--- src/rtl/mux_arb_pkg.sv ---
// Shared types and constants for the mux_arb round-robin arbiter and select controller.
package mux_arb_pkg;

    typedef enum logic [1:0] {
        StIdle,
        StGrant,
        StExpire
    } arb_state_t;

    // Select value driven while no grant has ever been issued since reset.
    localparam int unsigned ARB_IDX_RESET = 0;

    function automatic int unsigned idx_width(input int unsigned n);
        return (n > 1) ? $clog2(n) : 1;
    endfunction

endpackage

--- src/rtl/mux_arb_rr_pick.sv ---
// Combinational round-robin pick: first asserted request searching last+1, last+2, ... mod N.
module rr_pick
    import mux_arb_pkg::*;
#(
    parameter int unsigned N  = 4,
    parameter int unsigned IW = idx_width(N)
) (
    input  logic [N-1:0]  req,
    input  logic [IW-1:0] last,
    output logic [IW-1:0] winner,
    output logic          valid
);

    // Walk from the farthest candidate to the nearest so the nearest match is written last.
    always_comb begin
        winner = '0;
        valid  = 1'b0;
        for (int k = N; k >= 1; k--) begin
            if (req[(int'(last) + k) % N]) begin
                winner = IW'((int'(last) + k) % N);
                valid  = 1'b1;
            end
        end
    end

endmodule

--- src/rtl/mux_arb.sv ---
// Round-robin arbiter driving the select of a shared N:1 data mux.
// Optional grant timeout enabled by defining MUX_ARB_TIMEOUT_EN.
module mux_arb
    import mux_arb_pkg::*;
#(
    parameter int unsigned N        = 4,
    parameter int unsigned DW       = 1,
    parameter int unsigned MAX_HOLD = 8,
    localparam int unsigned IW      = idx_width(N)
) (
    input  logic            clk,
    input  logic            rst_n,
    input  logic [N-1:0]    req,
    input  logic [N*DW-1:0] data,
    output logic [N-1:0]    gnt,
    output logic [IW-1:0]   gnt_idx,
    output logic            gnt_valid,
    output logic [DW-1:0]   y,
    output logic            expired
);

    if (N < 2 || N > 16) begin : g_bad_n
        $error("mux_arb: N must be in 2..16");
    end
    if (MAX_HOLD < 2) begin : g_bad_hold
        $error("mux_arb: MAX_HOLD must be at least 2");
    end

    arb_state_t     state_q, state_d;
    logic [N-1:0]   gnt_q, gnt_d;
    logic [IW-1:0]  idx_q, idx_d;
    logic [IW-1:0]  last_q, last_d;
    logic [IW-1:0]  pick_idx;
    logic           pick_valid;
    logic           take;

`ifdef MUX_ARB_TIMEOUT_EN
    localparam int unsigned CW = $clog2(MAX_HOLD + 1);
    logic [CW-1:0]  hold_q, hold_d;
`endif

    // In GRANT, last_q equals the holder, so one picker serves both IDLE and re-arbitration.
    rr_pick #(
        .N  (N),
        .IW (IW)
    ) u_pick (
        .req    (req),
        .last   (last_q),
        .winner (pick_idx),
        .valid  (pick_valid)
    );

    always_comb begin
        state_d = state_q;
        gnt_d   = gnt_q;
        idx_d   = idx_q;
        last_d  = last_q;
        take    = 1'b0;
`ifdef MUX_ARB_TIMEOUT_EN
        hold_d  = hold_q;
`endif
        case (state_q)
            StGrant: begin
                if (req[idx_q]) begin
`ifdef MUX_ARB_TIMEOUT_EN
                    if (hold_q >= CW'(MAX_HOLD)) begin
                        state_d = StExpire;
                        gnt_d   = '0;
                    end else begin
                        hold_d = hold_q + 1'b1;
                    end
`endif
                end else if (pick_valid) begin
                    take = 1'b1;
                end else begin
                    state_d = StIdle;
                    gnt_d   = '0;
                end
            end
            // IDLE, and the cycle after an expiry, arbitrate from scratch.
            default: begin
                state_d = StIdle;
                if (pick_valid) begin
                    take = 1'b1;
                end
            end
        endcase

        if (take) begin
            state_d         = StGrant;
            gnt_d           = '0;
            gnt_d[pick_idx] = 1'b1;
            idx_d           = pick_idx;
            last_d          = pick_idx;
`ifdef MUX_ARB_TIMEOUT_EN
            hold_d          = CW'(1);
`endif
        end
    end

    always_ff @(posedge clk or negedge rst_n) begin
        if (!rst_n) begin
            state_q <= StIdle;
            gnt_q   <= '0;
            idx_q   <= IW'(ARB_IDX_RESET);
            last_q  <= IW'(N - 1);
`ifdef MUX_ARB_TIMEOUT_EN
            hold_q  <= '0;
`endif
        end else begin
            state_q <= state_d;
            gnt_q   <= gnt_d;
            idx_q   <= idx_d;
            last_q  <= last_d;
`ifdef MUX_ARB_TIMEOUT_EN
            hold_q  <= hold_d;
`endif
        end
    end

    assign gnt       = gnt_q;
    assign gnt_idx   = idx_q;
    assign gnt_valid = |gnt_q;
    // Gate the mux output so a stale select never leaks data.
    assign y         = gnt_valid ? data[int'(idx_q) * DW +: DW] : '0;

`ifdef MUX_ARB_TIMEOUT_EN
    assign expired = (state_q == StExpire);
`else
    assign expired = 1'b0;
`endif

endmodule

--- config.mk ---
export PLATFORM = sky130hd
export DESIGN_NAME = mux_arb
export DESIGN_NICKNAME = d
export VERILOG_FILES = /design/src/rtl/mux_arb_pkg.sv /design/src/rtl/mux_arb_rr_pick.sv /design/src/rtl/mux_arb.sv
export SDC_FILE = /design/constraint.sdc
export NUM_CORES = 1
export LEC_CHECK = 0
export ABC_CLOCK_PERIOD_IN_PS = 2700
export BUFFER_PORTS_ARGS = -buffer_cell sky130_fd_sc_hd__buf_2
export CORE_MARGIN = 4
export CORE_UTILIZATION = 45
export DETAILED_ROUTE_END_ITERATION = 7
export GPL_TIMING_DRIVEN = 0
export PLACE_DENSITY = 0.7
export RECOVER_POWER = 25
export SLEW_MARGIN = 10
export SYNTH_ARGS = -nofsm -noshare
export SYNTH_HDL_FRONTEND = slang
export SYNTH_SLANG_ARGS = --single-unit
--- constraint.sdc ---
create_clock -name clk -period 2.7 [get_ports clk]
set_input_delay 0.54 -clock clk [delete_from_list [all_inputs] [get_ports clk]]
set_output_delay 0.54 -clock clk [all_outputs]
set_load 0.005 [all_outputs]
* Word level (Yosys, flattened, before mapping)
Index checks and enable logic that the tools add are counted.
Operators by class: add/sub/neg operators 4, magnitude comparators 7, equal/unequal tests 5, shifts and indexed selects 1, mux-type cells 32, reductions and logical operators 5
Operator list (count):
- $lt 2x3->1 const B | 6
- $mux 2 | 8
- $mux 4 | 4
- $mux 1 | 14
- $bmux 1 s2 | 5
- $ne 3x3->1 const B | 2
- $add 2x1->2 const B | 2
- $add 2x2->2 const B | 2
- $reduce_or 4->1 | 1
- $shiftx 4x3->1 | 1
- $reduce_and 3->1 | 1
- $demux 1 s2 | 1
- $eq 2x1->1 const B | 1
- $ge 2x1->1 const B | 1
- $ne 2x1->1 const B | 1
- $ne 2x2->1 const B | 1
- $reduce_and 2->1 | 1
- $reduce_bool 2->1 | 1
- $logic_and 1x1->1 | 1
Storage, ports and cells: flip-flop bits (word level) 10, bits of input ports 10, output and inout bits 9, logic and storage cells 58

* Logic depth before layout (Yosys ltp)
Gate-level depths: netlist of the first run.
word-level depth 12, gate-level depth with buffers 6, mapped depth without buffers 5

* Modules after synthesis
From an unflattened synthesis of the first run, not the netlist that was laid out.
Second synthesis, totals: cell total of the unflattened synthesis 71, area, all modules 690.7 µm²
By module, submodules not included:
- mux_arb | times used 1, cells an instance 57, area each 599.3 µm², sequential area each 227.7 µm²
- rr_pick | times used 1, cells an instance 14, area each 91.3 µm², sequential area each 0.0 µm²

* Worst setup path after synthesis of the first run
No wires, ideal clock.
path kind in2reg, from input req[3], to register idx_q[0], in the netlist gnt_idx[0], setup time 123 ps, arrival time 1576 ps, required time 2577 ps, path slack 1001 ps, stages on the path 5, path buffers 1, cell sequence mux4_2 -> and2_4 -> buf_6 -> nor3_2 -> nor2_1
Between the ends: word-level cells in the longest chain between the ends 9, elaborated cells on any way between the ends 21, those cells by class mux: 21
RTL lines:
- from (decl) | RTL line mux_arb.sv:13 | input logic [N-1:0] req,
- $bmux 1 s2 | RTL line mux_arb_rr_pick.sv:19 | if (req[(int'(last) + k) % N]) begin
- $mux 1 (implied by the code) | RTL line mux_arb_rr_pick.sv:19
- $mux 1 (4 in a row) | RTL line mux_arb_rr_pick.sv:19
- $mux 1 | RTL line mux_arb.sv:73, mux_arb.sv:83
- $mux 1 | RTL line mux_arb.sv:64 | if (req[idx_q]) begin
- $mux 1 | RTL line mux_arb.sv:62 | case (state_q)
- to (signal assigned) | RTL line mux_arb.sv:105 | idx_q <= IW'(ARB_IDX_RESET);
- to (signal assigned) | RTL line mux_arb.sv:113 | idx_q <= idx_d;
- to (decl) | RTL line mux_arb.sv:31 | logic [IW-1:0] idx_q, idx_d;
Several ways; a longest one is shown, not always the timed one. The select of a mux whose other input is x is not followed. A chain may end at the register's enable or synchronous reset.

* Worst setup path after layout of the first run
from register idx_q[0], in the netlist gnt_idx[0], to output y
Between the ends: word-level cells in the longest chain between the ends 2
RTL lines:
- $shiftx 4x3->1 | RTL line mux_arb.sv:125 | assign y = gnt_valid ? data[int'(idx_q) * DW +: DW] : '0;
- $mux 1 | RTL line mux_arb.sv:125
- to (decl) | RTL line mux_arb.sv:18 | output logic [DW-1:0] y,
Every way passes these cells.

==> results of run 1 <==
-- logic make-up after synthesis --
| logic type | after synthesis | synth area share [%] |
|---|---|---|
| AO/OA/AOI/OAI | 19 | 22.5 |
| buffers and inverters | 5 | 5.11 |
| flip-flops | 9 | 37.2 |
| multiplexers | 2 | 7.36 |
| other | 1 | 0.613 |
| AND/OR/NAND/NOR | 28 | 27.2 |
-- sequential cells by signal, indices dropped and copies added (netlist names) --
name / flops
gnt: 4
gnt_idx: 2
last_q: 2
state_q: 1
-- cells in the final DEF (no fill, tap or decap), types with 3 or more instances in the layout --
cell                       count
sky130_fd_sc_hd__buf_2        17
sky130_fd_sc_hd__nand2_1       9
sky130_fd_sc_hd__dfrtp_1       7
sky130_fd_sc_hd__nor2_1        6
sky130_fd_sc_hd__o221ai_1      6
sky130_fd_sc_hd__nand2b_1      4
sky130_fd_sc_hd__a21oi_1       3
sky130_fd_sc_hd__clkbuf_4      3
-- critical path, cell delays in order, from the launching register on --
cell	delay, ps
sky130_fd_sc_hd__dfrtp_1	420
sky130_fd_sc_hd__mux4_2	530
sky130_fd_sc_hd__and2_1	160
sky130_fd_sc_hd__buf_2	120
-- worst min-delay path by stage --
| stage | endpoint | cells after the start | slack, ps | from |
|---|---|---|---|---|
| 2_1_floorplan | gnt[0]$_DFFE_PN0P_ | 0 | 240 | rst_n |
| 5_1_grt | gnt[2]$_DFFE_PN0P_ | 1 | 250 | rst_n |
| 6_report | state_q[0]$_DFFE_PN0P_ | 1 | 200 | rst_n |
| 4_1_cts | state_q[0]$_DFFE_PN0P_ | 1 | 120 | rst_n |
| 3_3_place_gp | gnt_idx[0]$_DFFE_PN0P_ | 1 | 400 | rst_n |
| 3_5_place_dp | gnt_idx[0]$_DFFE_PN0P_ | 1 | 410 | rst_n |
-- synth_stat cells, drive strengths merged --
master  instances  area share (%)
a21boi          1             1.2
a21o            1             1.2
a21oi           3             2.5
a22oi           2             2.5
a31oi           1             1.0
and2            2             2.5
buf             3             3.9
conb            1            0.61
dfrtp           7              29
dfstp           2             8.6
inv             2             1.2
mux4            2             7.4
nand2           9             5.5
nand2b          4             4.1
nand3b          1             1.2
nor2            7             5.5
nor2b           2             2.0
nor3            1             1.6
nor4            1             3.5
o21a            1             1.2
o21ai           2             1.6
o221ai          6             8.6
o22ai           1             1.0
o2bb2a          1             1.6
or4             1             1.2
-- routing by layer --
layer / global-route usage [%] / routed length (um) / vias up
met1: 23.0 / 675 / 259
met5: 0 / 0 / -
met4: 8.77 / 28 / 0
met3: 2.39 / 90 / 5
li1: - / - / 281
met2: 21.5 / 614 / 19
-- power breakdown --
| group | switching (mW) | leakage (nW) | total, mW | internal (mW) |
|---|---|---|---|---|
| combinational | 0.191 | 0.208 | 0.394 | 0.203 |
| clock | 0.0506 | 0.0150 | 0.108 | 0.0571 |
| sequential | 0.0564 | 0.106 | 0.256 | 0.199 |
-- area by class of cell --
cell class | count | area [um2]
fillers | 122 | 544
repair buffers | 17 | 83.8
plain buffers | 3 | 23.8
multi-input cells | 50 | 353
clock buffers | 4 | 26.3
inverters | 2 | 7.51
well taps | 15 | 18.8
flip-flops and latches | 9 | 228
==> impl_metrics.sql, run 1 <==
INSERT INTO impl_metrics (metric_group, metric, value, unit) VALUES
('cells_and_area', 'drive_above_1_share', '35.3', '%'),
('clock_tree', 'tritoncts', 'done', ''),
('cells_and_area', 'finalCoreUtilization', '57.6', '%'),
('cells_and_area', 'final_cells', '100', ''),
('worst_hold_path', 'timing.hold.worst.class', 'input pin to async pin', ''),
('route', 'via_count', '564', ''),
('sta', 'timing.max_slew.rel_slack', '59.6', '%'),
('yosys', 'yosysUniqueCellTypes', '29', ''),
('run_status', 'outcome', 'finished, final reports clean', ''),
('grt', 'maximum_number_of_pins_on_one_net_before_global_route_repair', '11', ''),
('worst_setup_path', 'crit_type', 'flop to output port', ''),
('sta', 'setup_viol', '0', ''),
('grt', 'number_of_antenna_violations_at_the_first_check_in_global_routing', '0', ''),
('route', 'postRouteWirelength', '1410', 'um'),
('placed_design', 'placedInstanceArea', '716', 'um2'),
('worst_setup_path', 'critical_path_required', '2160', 'ps'),
('cells_and_area', 'diodes', '0', ''),
('sta', 'maxSlewViolCount', '0', ''),
('grt', 'vias_in_the_first_global_route', '482', ''),
('worst_setup_path', 'worst_r2r_endpoint', 'gnt[2]$_DFFE_PN0P_', ''),
('worst_setup_path', 'cp.arrival', '1490', 'ps'),
('floorplanning', 'die_area', '2010', 'um2'),
('worst_setup_path', 'worst_r2r_path_depth', '6', ''),
('power', 'power_leakage', '0.329', 'nW'),
('clock_tree', 'postCtsSetupRepairBufs', '0', ''),
('sta', 'timing.final.ws_setup', '670', 'ps'),
('clock_tree', 'insertion_delay', '270', 'ps'),
('run', 'maxCapViolations', '0', ''),
('cells_and_area', 'final_cell_area', '741', 'um2'),
('power', 'max-vdd-ir-drop', '535', 'uV'),
('placed_design', 'dpl.hpwl', '1070', 'um'),
('worst_setup_path', 'r2r_start', 'last_q[1]$_DFFE_PN1P_', ''),
('worst_setup_path', 'path_max_fanout', '4', ''),
('sta', 'rsz0062_at_grt', 'false', ''),
('yosys', 'synth-warning-count', '0', ''),
('grt', 'grt_usage', '15.6', '%'),
('floorplanning', 'placementRows', '13', ''),
('yosys', 'synthesis.area_per_instance', '9.56', 'um2'),
('cells_and_area', 'design.final.nets', '96', ''),
('sta', 'worstMarginPinSlew', '601', 'ps'),
('floorplanning', 'die_h', '44.9', 'um'),
('route', 'remaining_drc_errors', '0', ''),
('yosys', 'synth_nets', '74', ''),
('sta', 'timing.final.crit_period', '2030', 'ps'),
('placed_design', 'post-place-cells', '96', ''),
('worst_setup_path', 'startpoint_type', 'flop', ''),
('clock_tree', 'htree_num_levels', '1', ''),
('floorplanning', 'die_w', '44.9', 'um'),
('route', 'number_of_violations_reported_at_the_end_of_detailed_routing_iteration_0', '11', ''),
('yosys', 'seq_area_frac_synth', '37.2', '%'),
('clock_tree', 'numCtsBuffers', '3', ''),
('floorplanning', 'io_pins', '19', ''),
('power', 'pwr_density_cell', '1020', 'nW/um2'),
('floorplanning', 'coreArea', '1280', 'um2'),
('power', 'report.power.total', '0.757', 'mW'),
('worst_setup_path', 'last_element_of_the_critical_path', 'y', ''),
('route', 'drt-wirelength-per-cell', '14.1', 'um'),
('worst_setup_path', 'rrSetupSlack', '880', 'ps'),
('cells_and_area', 'synthToLayoutAreaGrowth', '21.1', '%'),
('sta', 'part_of_the_cycle_the_worst_path_needs', '75.2', '%'),
('clock_tree', 'clk_pin_slew_worst_paths', '70', 'ps'),
('clock_tree', 'post_cts.resized_instances', '0', ''),
('worst_setup_path', 'timing.critical_path.from', 'gnt_idx[0]$_DFFE_PN0P_', ''),
('route', 'post_drt_via_cell_ratio', '5.64', ''),
('placed_design', 'gpl.final_weighted_congestion', '0.782', ''),
('clock_tree', 'clk_root_buffer_cell', 'sky130_fd_sc_hd__clkbuf_4', ''),
('placed_design', 'port_buffers', '17', ''),
('sta', 'final.setup.tns', '0', 'ps'),
('floorplanning', 'initial_utilization', '47.6', '%'),
('yosys', 'yosys_register_bits', '9', ''),
('grt', 'grt_overflow_total', '0', ''),
('clock_tree', 'cts.sinks', '9', ''),
('sta', 'fin_clk_skew', '11.9', 'ps'),
('route', 'drt_first_pass_iters', '4', ''),
('grt', 'grt_pass1_wl', '2230', 'um'),
('sta', 'whs', '202', 'ps'),
('yosys', 'synth_cells', '64', ''),
('route', 'drtAntennaViolNets', '0', ''),
('sta', 'fmax', '493', 'MHz'),
('sta', 'timing.final.hold_violations', '0', ''),
('worst_setup_path', 'critPathCaptureType', 'output port', ''),
('clock_tree', 'clock_path_buffers', '2', ''),
('placed_design', 'dp_worst_setup_slack', '736', 'ps'),
('yosys', 'post_synthesis_cell_area', '612', 'um2'),
('clock_tree', 'postCtsHoldBufs', '0', '');
Power figures use the tool's default switching activity.
==> run 2: changes to the inputs <==
Settings changed: ABC_CLOCK_PERIOD_IN_PS 2700 to 2100.
Clock period 2.7 ns to 2.1 ns, I/O delays scaled along.
==> run 2 against run 1 <==
Against the previous run:
- total power rose by 29%
- sequential power rose by 29%
- hold slack improved by 280 ps
- cell count rose by 1.0%
- first-iteration DRC count did not move
- via count rose by 0.71%
- register-to-register slack got worse by 590 ps
- cell area rose by 1.4%
==> impl_metrics.sql, run 2 (synthesis gave the netlist of run 1 again) <==
INSERT INTO impl_metrics (metric_group, metric, value, unit) VALUES
('sta', 'maxSlewViolCount', '0', ''),
('sta', 'timing.final.crit_period', '1910', 'ps'),
('clock_tree', 'insertion_delay', '270', 'ps'),
('worst_setup_path', 'crit_type', 'flop to output port', ''),
('sta', 'timing.max_slew.rel_slack', '59.8', '%'),
('route', 'postRouteWirelength', '1420', 'um'),
('worst_hold_path', 'hold_path_startpoint', 'req[2]', ''),
('cells_and_area', 'drive_above_1_share', '34.9', '%'),
('grt', 'number_of_antenna_violations_at_the_first_check_in_global_routing', '0', ''),
('sta', 'timing.final.hold_violations', '0', ''),
('sta', 'fin_clk_skew', '11.6', 'ps'),
('worst_setup_path', 'timing.critical_path.from', 'gnt_idx[0]$_DFFE_PN0P_', ''),
('worst_setup_path', 'cp.arrival', '1490', 'ps'),
('floorplanning', 'placementRows', '13', ''),
('worst_hold_path', 'timing.hold.worst.class', 'input pin to flop', ''),
('route', 'drt-wirelength-per-cell', '14.1', 'um'),
('worst_setup_path', 'path_max_fanout', '4', ''),
('grt', 'vias_in_the_first_global_route', '485', ''),
('route', 'drt_first_pass_iters', '4', ''),
('sta', 'final.setup.tns', '0', 'ps'),
('floorplanning', 'die_area', '2010', 'um2'),
('run_status', 'outcome', 'finished, final reports clean', ''),
('power', 'pwr_density_cell', '1300', 'nW/um2'),
('clock_tree', 'tritoncts', 'done', ''),
('sta', 'part_of_the_cycle_the_worst_path_needs', '90.8', '%'),
('placed_design', 'dpl.hpwl', '1070', 'um'),
('cells_and_area', 'num-fill-cells', '121', ''),
('clock_tree', 'clock_path_buffers', '2', ''),
('route', 'via_count', '568', ''),
('sta', 'fmax', '525', 'MHz'),
('grt', 'maximum_number_of_pins_on_one_net_before_global_route_repair', '11', ''),
('sta', 'setup_viol', '0', ''),
('cells_and_area', 'diodes', '0', ''),
('route', 'drtAntennaViolNets', '0', ''),
('worst_setup_path', 'critPathCaptureType', 'output port', ''),
('worst_setup_path', 'worst_r2r_path_depth', '6', ''),
('clock_tree', 'numCtsBuffers', '3', ''),
('placed_design', 'gpl.final_weighted_congestion', '0.782', ''),
('grt', 'grt_pass1_wl', '2240', 'um'),
('route', 'remaining_drc_errors', '0', ''),
('worst_setup_path', 'critical_path_required', '1680', 'ps'),
('floorplanning', 'coreArea', '1280', 'um2'),
('sta', 'rsz0062_at_grt', 'false', ''),
('cells_and_area', 'largest_reg_flops', '4', ''),
('clock_tree', 'cts.sinks', '9', ''),
('power', 'report.power.total', '0.976', 'mW'),
('placed_design', 'port_buffers', '17', ''),
('clock_tree', 'postCtsSetupRepairBufs', '0', ''),
('clock_tree', 'clk_pin_slew_worst_paths', '70', 'ps'),
('route', 'post_drt_via_cell_ratio', '5.62', ''),
('worst_setup_path', 'startpoint_type', 'flop', ''),
('grt', 'grt_overflow_total', '0', ''),
('cells_and_area', 'design.final.nets', '97', ''),
('worst_setup_path', 'r2r_start', 'last_q[1]$_DFFE_PN1P_', ''),
('grt', 'grt_usage', '15.7', '%'),
('sta', 'worstMarginPinSlew', '599', 'ps'),
('worst_hold_path', 'holdPathStages', '3', ''),
('clock_tree', 'clk_root_buffer_cell', 'sky130_fd_sc_hd__clkbuf_4', ''),
('cells_and_area', 'leading_cell_types_in_the_layout_fill_and_taps_excluded', '17 x sky130_fd_sc_hd__buf_2, 9 x sky130_fd_sc_hd__nand2_1, 7 x sky130_fd_sc_hd__dfrtp_1', ''),
('floorplanning', 'initial_utilization', '47.6', '%'),
('sta', 'whs', '479', 'ps'),
('floorplanning', 'io_pins', '19', ''),
('route', 'number_of_violations_reported_at_the_end_of_detailed_routing_iteration_0', '11', ''),
('power', 'max-vdd-ir-drop', '689', 'uV'),
('cells_and_area', 'most_common_library_cell_in_the_layout_ignoring_fill_and_taps', 'sky130_fd_sc_hd__buf_2', ''),
('run', 'maxCapViolations', '0', ''),
('cells_and_area', 'synthToLayoutAreaGrowth', '22.7', '%'),
('power', 'power_leakage', '0.333', 'nW'),
('clock_tree', 'htree_num_levels', '1', ''),
('floorplanning', 'die_h', '44.9', 'um'),
('floorplanning', 'die_w', '44.9', 'um');
run 2: power breakdown:
| part | total (mW) | internal [mW] | switching (mW) | leakage (nW) |
|---|---|---|---|---|
| combinational | 0.508 | 0.262 | 0.246 | 0.213 |
| clock | 0.138 | 0.0734 | 0.0649 | 0.0150 |
| sequential | 0.329 | 0.256 | 0.0728 | 0.106 |
run 2: final timing paths:
path                                          end  slack (ps)
hold / removal             state_q[0]$_DFFE_PN0P_         480
setup reg to reg               gnt[2]$_DFFE_PN0P_         290
setup / recovery                                y         190
max in group asynchronous   last_q[1]$_DFFE_PN1P_        1110
min in group asynchronous  state_q[0]$_DFFE_PN0P_         620
hold reg to reg                gnt[0]$_DFFE_PN0P_         540
run 2: final cells by class:
class	count	area, um2	area share [%]
Multi-Input combinational cell	50	353	47.0
Sequential cell	9	228	30.3
Timing Repair Buffer	18	93.8	12.5
Clock buffer	4	26.3	3.50
Buffer	3	23.8	3.17
Tap cell	15	18.8	2.50
Inverter	2	7.51	1.00
run 2: worst max-delay path: stages, from the launching register on:
cell                      delay, ps
sky130_fd_sc_hd__dfrtp_1        420
sky130_fd_sc_hd__mux4_2         530
sky130_fd_sc_hd__and2_1         160
sky130_fd_sc_hd__buf_2          120
run 2: timing repair:
| action | 4_1_cts | 5_1_grt |
|---|---|---|
| gates resized for setup | 0 | 0 |
| hold buffers | 1 | 0 |
| hold endpoints to repair | 5 | 0 |
run 2: metrics by stage:
stage / cells / utilization, % / area (um2) / worst slack [ps]
global placement: 96 / 55.7 / 716 / 267
detailed placement: 96 / 55.7 / 716 / 256
global route: 101 / 58.4 / 751 / 97.5
floorplan: 64 / - / 612 / 491
finish: 101 / 58.4 / 751 / 194
CTS: 101 / 58.5 / 752 / 180
run 2: layer usage:
layer	routed length, um	global-route usage [%]	up-vias
met3	103	2.39	5
met2	620	21.5	21
met5	0	0	-
met4	28	8.77	0
li1	-	-	283
met1	669	23.3	259
==> run 3: changes to the inputs <==
Settings changed: GPL_TIMING_DRIVEN 0 to not set.
==> run 3 against run 2 <==
Against the previous run:
- wire length rose by 3.2%
- combinational power fell by 7.7%
- clock-buffer cell count did not move
- highest routed layer unchanged
- utilization fell by 1.5 points
- largest cell class unchanged
- die area did not move
- sequential share of layout area rose by 0.78 points
- cell area fell by 2.5%
- via count fell by 1.8%
- maximum frequency fell by 0.86%
- hold slack got worse by 390 ps
==> impl_metrics.sql, run 3 (synthesis gave the netlist of run 1 again) <==
INSERT INTO impl_metrics (metric_group, metric, value, unit) VALUES
('grt', 'grtUsageMet2', '22.1', '%'),
('run_status', 'outcome', 'finished, final reports clean', ''),
('floorplanning', 'die_h', '44.9', 'um'),
('worst_setup_path', 'crit_path_top_delay_cell', 'sky130_fd_sc_hd__mux4_2', ''),
('route', 'drtAntennaViolNets', '0', ''),
('cells_and_area', 'design.final.nets', '95', ''),
('sta', 'fin_clk_skew', '1.78', 'ps'),
('route', 'drt_first_pass_iters', '4', ''),
('power', 'report.power.total', '0.961', 'mW'),
('worst_setup_path', 'critical_path.cell_chain', 'mux4_2 -> and2_1 -> buf_2', ''),
('cells_and_area', 'layout.area.seq', '228', 'um2'),
('worst_setup_path', 'cp.arrival', '1500', 'ps'),
('worst_setup_path', 'crit_type', 'flop to output port', ''),
('grt', 'maximum_number_of_pins_on_one_net_before_global_route_repair', '12', ''),
('grt', 'grt_overflow_total', '0', ''),
('sta', 'timing.final.crit_period', '1920', 'ps'),
('cells_and_area', 'drive_above_1_share', '34.5', '%'),
('worst_setup_path', 'worst_r2r_path_depth', '5', ''),
('route', 'number_of_violations_reported_at_the_end_of_detailed_routing_iteration_0', '21', ''),
('worst_setup_path', 'slowest_delay', '520', 'ps'),
('clock_tree', 'htree_num_levels', '1', ''),
('sta', 'timing.final.hold_violations', '0', ''),
('cells_and_area', 'finalCoreUtilization', '57.0', '%'),
('power', 'max-vdd-ir-drop', '629', 'uV'),
('floorplanning', 'io_pins', '19', ''),
('route', 'post_drt_via_cell_ratio', '5.64', ''),
('worst_setup_path', 'worst_r2r_endpoint', 'gnt[2]$_DFFE_PN0P_', ''),
('route', 'drt-wirelength-per-cell', '14.8', 'um'),
('clock_tree', 'cts.sinks', '9', ''),
('worst_setup_path', 'path_max_fanout', '4', ''),
('placed_design', 'dpl.hpwl', '1110', 'um'),
('sta', 'rsz0062_at_grt', 'false', ''),
('clock_tree', 'numCtsBuffers', '3', ''),
('cells_and_area', 'synthToLayoutAreaGrowth', '19.6', '%'),
('run', 'maxCapViolations', '0', ''),
('cells_and_area', 'largest_reg_flops', '4', ''),
('floorplanning', 'coreArea', '1280', 'um2'),
('worst_setup_path', 'r2r_start', 'last_q[1]$_DFFE_PN1P_', ''),
('clock_tree', 'insertion_delay', '260', 'ps'),
('grt', 'global_route.usage.met3', '3.59', '%'),
('clock_tree', 'postCtsHoldBufs', '0', ''),
('clock_tree', 'tritoncts', 'done', ''),
('clock_tree', 'post_cts.resized_instances', '0', ''),
('clock_tree', 'postCtsSetupRepairBufs', '0', ''),
('floorplanning', 'die_w', '44.9', 'um'),
('power', 'power_leakage', '0.324', 'nW'),
('floorplanning', 'placementRows', '13', ''),
('grt', 'grt_pass1_wl', '2270', 'um'),
('cells_and_area', 'diodes', '0', ''),
('clock_tree', 'clock_path_buffers', '2', ''),
('sta', 'part_of_the_cycle_the_worst_path_needs', '91.6', '%'),
('sta', 'fmax', '520', 'MHz'),
('worst_setup_path', 'critPathCaptureType', 'output port', ''),
('worst_setup_path', 'critical_path_required', '1680', 'ps'),
('cells_and_area', 'most_common_library_cell_in_the_layout_ignoring_fill_and_taps', 'sky130_fd_sc_hd__buf_2', ''),
('worst_setup_path', 'startpoint_type', 'flop', ''),
('sta', 'maxSlewViolCount', '0', ''),
('sta', 'final.setup.tns', '0', 'ps'),
('worst_setup_path', 'rrSetupSlack', '410', 'ps'),
('sta', 'setup_viol', '0', ''),
('grt', 'global_route.peak_usage_layer', 'met2', ''),
('clock_tree', 'clk_root_buffer_cell', 'sky130_fd_sc_hd__clkbuf_4', ''),
('cells_and_area', 'multiInputGateArea', '353', 'um2'),
('worst_hold_path', 'timing.hold.worst.class', 'input pin to async pin', ''),
('sta', 'whs', '85.8', 'ps'),
('clock_tree', 'clk_pin_slew_worst_paths', '60', 'ps'),
('floorplanning', 'die_area', '2010', 'um2'),
('grt', 'number_of_antenna_violations_at_the_first_check_in_global_routing', '0', ''),
('placed_design', 'port_buffers', '17', ''),
('route', 'via_count', '558', ''),
('power', 'pwr_density_cell', '1310', 'nW/um2'),
('floorplanning', 'initial_utilization', '47.6', '%'),
('grt', 'vias_in_the_first_global_route', '490', ''),
('grt', 'grtUsageMet1', '22.0', '%'),
('cells_and_area', 'num-fill-cells', '115', ''),
('cells_and_area', 'leading_cell_types_in_the_layout_fill_and_taps_excluded', '16 x sky130_fd_sc_hd__buf_2, 9 x sky130_fd_sc_hd__nand2_1, 7 x sky130_fd_sc_hd__dfrtp_1', ''),
('route', 'remaining_drc_errors', '0', ''),
('route', 'postRouteWirelength', '1470', 'um'),
('grt', 'grt_usage', '16.4', '%'),
('placed_design', 'gpl.final_weighted_congestion', '0.791', '');
## run 3: changes by cell type in the layout (fill, tap and decap cells not counted), sizes merged
cell / delta
buf: -1
dlygate4sd3: -1
## run 3: final cells by class
| type | instances | share of cell area, % |
|---|---|---|
| clock buffer | 4 | 3.59 |
| sequential | 9 | 31.1 |
| multi-input combinational | 50 | 48.2 |
| tap | 15 | 2.56 |
| inverter | 2 | 1.03 |
| timing repair buffer | 19 | 13.5 |
## run 3: worst max path at each step
stage,start,end,slack (ps),depth (start not counted)
3_3_place_gp,req[1],gnt[2]$_DFFE_PN0P_,370,6
5_1_grt,gnt_idx[0]$_DFFE_PN0P_,y,110,3
6_report,gnt_idx[0]$_DFFE_PN0P_,y,180,3
4_1_cts,gnt_idx[0]$_DFFE_PN0P_,y,170,3
3_5_place_dp,req[1],gnt[2]$_DFFE_PN0P_,370,6
2_1_floorplan,gnt_idx[1]$_DFFE_PN0P_,gnt_idx[0]$_DFFE_PN0P_,490,5
## run 3: per-layer routing
| metal | vias up | wire (um) |
|---|---|---|
| met3 | 5 | 90 |
| li1 | 273 | - |
| met5 | - | 0 |
| met2 | 19 | 659 |
| met1 | 261 | 671 |
| met4 | 0 | 44 |
## run 3: critical path: cells and delay by family (launching register included)
family | cells | cell delay, ps
buf+inv | 1 | 120
simple gates | 1 | 160
mux | 1 | 520
flops | 1 | 440
## run 3: where the power goes
group / switching (mW) / total (mW) / internal, mW / leakage [nW]
clock: 0.0627 / 0.136 / 0.0734 / 0.0150
combinational: 0.223 / 0.469 / 0.245 / 0.203
sequential: 0.0984 / 0.356 / 0.258 / 0.106
total: 0.384 / 0.961 / 0.577 / 0.324
## run 3: metrics by stage
stage / instances / area [um2] / worst slack [ps]
after floorplan: 64 / 612 / 491
after global routing: 99 / 732 / 115
after global placement: 95 / 707 / 374
after CTS: 99 / 733 / 168
after detailed placement: 95 / 707 / 369
final: 99 / 732 / 177
